[config.mk]
export PLATFORM = sky130hd
export DESIGN_NAME = conv_mac_stage_flat
export DESIGN_NICKNAME = d
export VERILOG_FILES = /design/src/rtl/conv_pkg.sv /design/src/rtl/conv_mac_stage_if.sv /design/src/rtl/conv_mac_stage_pix_mult.sv /design/src/rtl/conv_mac_stage.sv /design/src/flat_wrapper.sv
export SDC_FILE = /design/constraint.sdc
export NUM_CORES = 1
export LEC_CHECK = 0
export BUFFER_PORTS_ARGS = -buffer_cell sky130_fd_sc_hd__buf_2
export CAP_MARGIN = 20
export CORE_UTILIZATION = 57
export CTS_CLUSTER_DIAMETER = 120
export DETAILED_ROUTE_END_ITERATION = 8
export PLACE_DENSITY = 0.77
export SLEW_MARGIN = 10
export SYNTH_ARGS = -nofsm -noshare
export SYNTH_HDL_FRONTEND = slang
export SYNTH_HIERARCHICAL = 1
export SYNTH_SLANG_ARGS = --single-unit
[constraint.sdc]
create_clock -name clk -period 3.65 [get_ports clk]
set_input_delay 0 -clock clk [delete_from_list [all_inputs] [get_ports clk]]
set_output_delay 0 -clock clk [all_outputs]
set_load 0.1 [all_outputs]
[src/rtl/conv_pkg.sv]
// rtl/conv_pkg.sv - shared sizing constants and FSM state type for the conv MAC stage
package conv_pkg;

    localparam int DATA_W = 8;
    localparam int TAPS   = 9;
    localparam int ACC_W  = 32;

    typedef enum logic [1:0] {
        IDLE  = 2'd0,
        ACCUM = 2'd1,
        EMIT  = 2'd2
    } state_t;

endpackage

[src/rtl/conv_mac_stage_if.sv]
// rtl/conv_mac_stage_if.sv - beat input and accumulator write bus of the conv MAC stage
//   in_valid/in_ready : beat handshake
//   pixel/weight      : unsigned pixel, signed weight of the beat
//   tap_idx           : next tap index (weight ROM address)
//   acc_data/acc_w_en : window sum and one-cycle write strobe to the accumulator
interface conv_mac_if #(
    parameter int DATA_W = conv_pkg::DATA_W,
    parameter int ACC_W  = conv_pkg::ACC_W
) ();
    logic              in_valid;
    logic              in_ready;
    logic [DATA_W-1:0] pixel;
    logic [DATA_W-1:0] weight;
    logic [3:0]        tap_idx;
    logic [ACC_W-1:0]  acc_data;
    logic              acc_w_en;

    modport master (
        output in_valid, pixel, weight,
        input  in_ready, tap_idx, acc_data, acc_w_en
    );

    modport slave (
        input  in_valid, pixel, weight,
        output in_ready, tap_idx, acc_data, acc_w_en
    );
endinterface

[src/rtl/conv_mac_stage_pix_mult.sv]
// rtl/conv_mac_stage_pix_mult.sv - combinational unsigned pixel x signed weight product
//   pixel   : unsigned DATA_W-bit pixel
//   weight  : signed DATA_W-bit weight
//   product : signed (2*DATA_W+1)-bit product
module pix_mult #(
    parameter int DATA_W = conv_pkg::DATA_W
) (
    input  logic [DATA_W-1:0]          pixel,
    input  logic [DATA_W-1:0]          weight,
    output logic signed [2*DATA_W:0]   product
);
    logic signed [DATA_W:0]   pixel_s;
    logic signed [DATA_W-1:0] weight_s;

    // A zero MSB keeps the pixel non-negative inside a signed multiply.
    assign pixel_s  = {1'b0, pixel};
    assign weight_s = weight;
    assign product  = pixel_s * weight_s;
endmodule

[src/rtl/conv_mac_stage.sv]
// rtl/conv_mac_stage.sv - TAPS-beat multiply-accumulate window feeding an accumulator write port
//   clk, rst_n : clock, asynchronous active-low reset
//   clear      : synchronous discard of the partial window
//   bus        : beat handshake, tap index, accumulator write (conv_mac_if.slave)
//   busy       : window in progress or being emitted
//   Build option RELU_EN: negative emitted sums are written as zero.
module conv_mac_stage
    import conv_pkg::*;
#(
    parameter int DATA_W = conv_pkg::DATA_W,
    parameter int TAPS   = conv_pkg::TAPS,
    parameter int ACC_W  = conv_pkg::ACC_W
) (
    input  logic       clk,
    input  logic       rst_n,
    input  logic       clear,
    conv_mac_if.slave  bus,
    output logic       busy
);
    localparam int PROD_W = 2 * DATA_W + 1;

    state_t             state, state_d;
    logic [ACC_W-1:0]   sum, sum_d;
    logic [3:0]         tap, tap_d;
    logic [ACC_W-1:0]   acc_data, acc_data_d;
    logic signed [PROD_W-1:0] product;
    logic [ACC_W-1:0]   product_ext;
    logic [ACC_W-1:0]   sum_next;
    logic [ACC_W-1:0]   emit_val;
    logic               in_ready;
    logic               accept;
    logic               last_tap;

    pix_mult #(.DATA_W(DATA_W)) u_pix_mult (
        .pixel   (bus.pixel),
        .weight  (bus.weight),
        .product (product)
    );

    // Signed size cast sign-extends the product to the accumulator width.
    assign product_ext = ACC_W'(product);

    assign in_ready = (state != EMIT) && !clear;
    assign accept   = bus.in_valid && in_ready;
    assign last_tap = (tap == 4'(TAPS - 1));

    // First beat of a window starts from zero rather than the stale sum.
    assign sum_next = (state == IDLE) ? product_ext : sum + product_ext;

`ifdef RELU_EN
    assign emit_val = sum_next[ACC_W-1] ? '0 : sum_next;
`else
    assign emit_val = sum_next;
`endif

    always_comb begin
        state_d    = state;
        sum_d      = sum;
        tap_d      = tap;
        acc_data_d = acc_data;
        case (state)
            IDLE: begin
                if (accept) begin
                    sum_d = sum_next;
                    if (TAPS == 1) begin
                        state_d    = EMIT;
                        tap_d      = 4'd0;
                        acc_data_d = emit_val;
                    end else begin
                        state_d = ACCUM;
                        tap_d   = 4'd1;
                    end
                end
            end
            ACCUM: begin
                if (clear) begin
                    state_d = IDLE;
                    tap_d   = 4'd0;
                end else if (accept) begin
                    sum_d = sum_next;
                    if (last_tap) begin
                        state_d    = EMIT;
                        tap_d      = 4'd0;
                        acc_data_d = emit_val;
                    end else begin
                        tap_d = tap + 4'd1;
                    end
                end
            end
            EMIT: begin
                state_d = IDLE;
            end
            default: begin
                state_d = IDLE;
                tap_d   = 4'd0;
            end
        endcase
    end

    always_ff @(posedge clk or negedge rst_n) begin
        if (!rst_n) begin
            state    <= IDLE;
            sum      <= '0;
            tap      <= 4'd0;
            acc_data <= '0;
        end else begin
            state    <= state_d;
            sum      <= sum_d;
            tap      <= tap_d;
            acc_data <= acc_data_d;
        end
    end

    assign bus.in_ready = in_ready;
    assign bus.tap_idx  = tap;
    assign bus.acc_data = acc_data;
    assign bus.acc_w_en = (state == EMIT);
    assign busy         = (state != IDLE);
endmodule

[src/flat_wrapper.sv]
// flat-port wrapper written by rule: the top's interface ports become plain ports
module conv_mac_stage_flat import conv_pkg::*;
#(
    parameter int DATA_W = conv_pkg::DATA_W,
    parameter int TAPS   = conv_pkg::TAPS,
    parameter int ACC_W  = conv_pkg::ACC_W
)
  (clk, rst_n, clear, busy, bus_in_valid, bus_pixel, bus_weight, bus_in_ready, bus_tap_idx, bus_acc_data, bus_acc_w_en);
  conv_mac_if #(.DATA_W(DATA_W), .ACC_W(ACC_W)) bus_i ();
  input  logic clk;
  input  logic rst_n;
  input  logic clear;
  output logic busy;
  input wire logic [$bits(bus_i.in_valid)-1:0] bus_in_valid;
  input wire logic [$bits(bus_i.pixel)-1:0] bus_pixel;
  input wire logic [$bits(bus_i.weight)-1:0] bus_weight;
  output wire logic [$bits(bus_i.in_ready)-1:0] bus_in_ready;
  output wire logic [$bits(bus_i.tap_idx)-1:0] bus_tap_idx;
  output wire logic [$bits(bus_i.acc_data)-1:0] bus_acc_data;
  output wire logic [$bits(bus_i.acc_w_en)-1:0] bus_acc_w_en;
  assign bus_i.in_valid = bus_in_valid;
  assign bus_i.pixel = bus_pixel;
  assign bus_i.weight = bus_weight;
  assign bus_in_ready = bus_i.in_ready;
  assign bus_tap_idx = bus_i.tap_idx;
  assign bus_acc_data = bus_i.acc_data;
  assign bus_acc_w_en = bus_i.acc_w_en;
  conv_mac_stage #(.DATA_W(DATA_W), .TAPS(TAPS), .ACC_W(ACC_W)) u_core (.clk(clk), .rst_n(rst_n), .clear(clear), .bus(bus_i), .busy(busy));
endmodule
==> flow_summary.toml <==
[run_status]
status = "finished, violations left"
violations = "design-rule violations, negative setup slack"

[detailed_routing]
drc = 6
drt_iter0_drc = 809
wl_per_cell_um = 22.1
ant_nets = 0
dr.pass1.iters = 9
totalWireLength_um = 25200
vias = 7446
viasPerCell = 6.54

[sta]
rsz0062_at_grt = "yes"
period_needed_ps = 5920
tightest_slew_ps = 658
hold_ws_ps = 85.7
setup_tns_ps = -82970
finalWorstSetupSlack_ps = -2270
fin_crit_sh_pct = 162
relSlewSlack_pct = 56.1
skew_ps = 6.14
setup_viol = 52
hold_violations = 0
drv_slew = 0
fmax_mhz = 169

[place]
dp_slack_ps = -2430
port_buffers = 58
dp_hpwl_um = 14500
gp_congestion = 0.981

[run]
cap_violations = 0

[die]
die_h_um = 111
row_count = 39
die-area_mm2 = 0.0124
coreArea_mm2 = 0.0116
initial_utilization_pct = 59.0
ios = 59
die_w_um = 111

[grt]
grt_pass1_vias = 7394
grt_pass1_wl_um = 35600
antenna_found_initial = 0
grt_max_degree = 53
grt_usage_pct = 36.0
overflow = 0

[pwr]
switching_share_pct = 47.1
clockPowerShare_pct = 8.2
ir_drop_mv = 0.652
cellLeakagePower_nw = 4.86
power.density_mw_per_mm2 = 1150
p_switching_w = 0.00521
pwr-share-comb_pct = 82.3
internal-power_w = 0.00585
power_frac_seq_pct = 9.4

[synthesis]
syn_avg_cell_area_um2 = 8.67
synth_top_flop_cell = "dfrtp_1"
synthArstFlopShare_pct = 100
synth-edff-count = 0
syn-num-nets = 921
ys_ff_latch = 70
netlist_area_mm2 = 0.00683
ys_types = 69
ys_warn_count = 6
syn_inst = 787
yosysSeqAreaShare_pct = 25.7

[cts]
cts_max_path_buffers = 2
clock_sinks = 70
cts_made_buffers = 9
cts_tree = "built"
cts.clk_slew.worst_paths_ps = 60
htreeDepth = 3
clk_latency_ps = 350
root_buffer = "clkbuf_16"

[worst_setup_path]
cp.required_ps = 3860
ff2ff_path_depth = 12
endpoint_kind = "register"
critPathKind = "input pin to register"
r2r_slack_ps = 30
worstPathArrival_ps = 6130
timing.rr.start = "u_core/sum[0]"
regToRegEndpoint = "u_core/bus.acc_data[30]"
cp_max_fo = 4
start_kind = "input pin"

[hold_path]
hp-start = "clear"
hold_depth = 4
hold_end = "u_core/bus.tap_idx[1]"
min-delay-path-class = "input pin to register"

[finish]
drive_gt1_share_pct = 38.6
syn_to_final_growth_pct = 41.5
num-fill-cells = 568
utilization_pct = 83.5
antenna_cells = 0
nets = 1125
[power by group through the flow]
| stage | registers (W) | logic, W | clock network (W) |
|---|---|---|---|
| after floorplan | 0.00101 | 0.00386 | 0 |
| after global placement | 0.00102 | 0.00599 | 0 |
| after detailed placement | 0.00103 | 0.00624 | 0 |
| after CTS | 0.00102 | 0.00745 | 0.000911 |
| after global routing | 0.00105 | 0.00949 | 0.000939 |
| final | 0.00104 | 0.00911 | 0.000912 |
[per-stage QoR]
stage | std cells | total power, W | instance area, um^2
finish | 1139 | 0.0111 | 9660
global route | 1139 | 0.0115 | 9660
CTS | 1129 | 0.00938 | 9320
detailed placement | 1099 | 0.00727 | 8480
global placement | 1099 | 0.00701 | 8480
floorplan | 787 | 0.00488 | 7080
[cell type report]
cell class	instances	area [um^2]	area share (%)
clock buffer	11	243	2.51
timing repair buffer	221	1680	17.4
multi-input combinational	622	5490	56.9
sequential	70	1750	18.1
tap	143	179	1.85
clock inverter	5	58.8	0.609
inverter	67	255	2.64
[cells in the mapped netlist, types with 2 or more instances]
| library cell | instances | area share (%) |
|---|---|---|
| a2111oi_0 | 2 | 0.26 |
| a211oi_1 | 6 | 0.66 |
| a21o_1 | 24 | 2.6 |
| a21oi_1 | 60 | 4.4 |
| a22o_1 | 2 | 0.26 |
| a311oi_2 | 2 | 0.44 |
| a31oi_1 | 4 | 0.37 |
| a41o_1 | 2 | 0.29 |
| and2_1 | 45 | 4.1 |
| and3_1 | 7 | 0.64 |
| and4b_1 | 2 | 0.29 |
| buf_1 | 2 | 0.11 |
| buf_2 | 2 | 0.15 |
| clkbuf_1 | 23 | 1.3 |
| dfrtp_1 | 70 | 26 |
| fa_1 | 38 | 11 |
| ha_1 | 76 | 14 |
| inv_1 | 65 | 3.6 |
| mux2_2 | 7 | 1.2 |
| mux2i_1 | 6 | 0.88 |
| nand2_1 | 104 | 5.7 |
| nand2b_1 | 6 | 0.55 |
| nand3_1 | 9 | 0.66 |
| nand3b_1 | 2 | 0.22 |
| nand4_1 | 5 | 0.46 |
| nor2_1 | 37 | 2.0 |
| nor2b_1 | 3 | 0.28 |
| nor3_1 | 10 | 0.73 |
| nor3b_1 | 2 | 0.22 |
| o211ai_1 | 3 | 0.33 |
| o21a_1 | 3 | 0.33 |
| o21ai_0 | 70 | 5.1 |
| o21ai_1 | 3 | 0.22 |
| o21bai_1 | 5 | 0.55 |
| o22ai_1 | 4 | 0.37 |
| o31a_2 | 2 | 0.29 |
| o31ai_1 | 3 | 0.33 |
| or2_2 | 4 | 0.37 |
| xnor2_1 | 23 | 3.0 |
| xor2_1 | 15 | 1.9 |
[placed cells by master, fill, tap and decap left out, drive strengths merged, types with 3 or more instances in the layout]
| master | instances |
|---|---|
| a211oi | 8 |
| a21o | 25 |
| a21oi | 62 |
| a31oi | 5 |
| and2 | 45 |
| and3 | 8 |
| buf | 218 |
| clkbuf | 12 |
| clkinv | 3 |
| clkinvlp | 3 |
| dfrtp | 70 |
| fa | 38 |
| ha | 76 |
| inv | 65 |
| mux2 | 7 |
| mux2i | 6 |
| nand2 | 104 |
| nand2b | 6 |
| nand3 | 9 |
| nand4 | 6 |
| nor2 | 38 |
| nor2b | 3 |
| nor3 | 10 |
| o211ai | 4 |
| o21a | 3 |
| o21ai | 73 |
| o21bai | 5 |
| o22ai | 4 |
| o31ai | 3 |
| or2 | 5 |
| xnor2 | 23 |
| xor2 | 15 |
[cells by family after synthesis]
family	share of synthesized area, %
buffers and inverters	5.32
xor gates and xnor gates	4.88
and+or+nand+nor	17.4
muxes	2.03
AOI/OAI and AO/OA	19.6
DFF	25.7
adders and majority gates	25.1
[registers in the layout, summed over array words and instances, names as in the netlist]
register	flops
u_core/bus.tap_idx	4
u_core/sum	32
u_core/state	2
u_core/bus.acc_data	32
[critical path, stage by stage]
cell	delay [ps]
buf_8	100
clkinvlp_4	160
nor2_2	160
fa_1	440
fa_1	520
fa_1	560
inv_1	60
fa_1	530
inv_1	60
ha_4	250
o21ai_4	230
nor2b_4	220
a21oi_2	70
a21oi_2	190
xnor2_2	130
ha_4	330
nand4_4	110
or2_4	270
and4b_1	320
o31a_2	210
o2111ai_2	170
a311oi_2	450
a31oi_2	180
buf_4	170
xor2_1	180
o21ai_1	90
[worst max-delay path by stage]
| stage | startpoint | cells past startpoint | end | slack (ps) |
|---|---|---|---|---|
| floorplan | bus_weight[7] | 24 | u_core/sum[31] | -1980 |
| global placement | bus_pixel[2] | 24 | u_core/sum[31] | -2250 |
| detailed placement | bus_weight[7] | 25 | u_core/sum[30] | -2430 |
| CTS | bus_weight[7] | 26 | u_core/sum[31] | -1860 |
| global route | bus_weight[7] | 25 | u_core/sum[30] | -2420 |
| finish | bus_weight[7] | 26 | u_core/bus.acc_data[30] | -2270 |
[per-layer routing]
layer	vias up	GRT usage [%]	part of all wire [%]	routed length, um
met5	-	0	0	0
met4	0	20.5	7.9	1980
met3	220	7.08	7.7	1940
met2	584	63.9	49	12300
met1	3532	40.6	35	8910
li1	3110	-	-	-
[repair_timing]
action / in CTS / in global routing
setup endpoints to repair: 52 / 52
pin swaps: 55 / 36
resized for setup: 106 / 67
hold endpoints to repair: 23 / 0
hold buffers: 2 / 0
buffers inserted: 15 / 12
gates cloned: 0 / 0
Power figures use the tool's default switching activity.
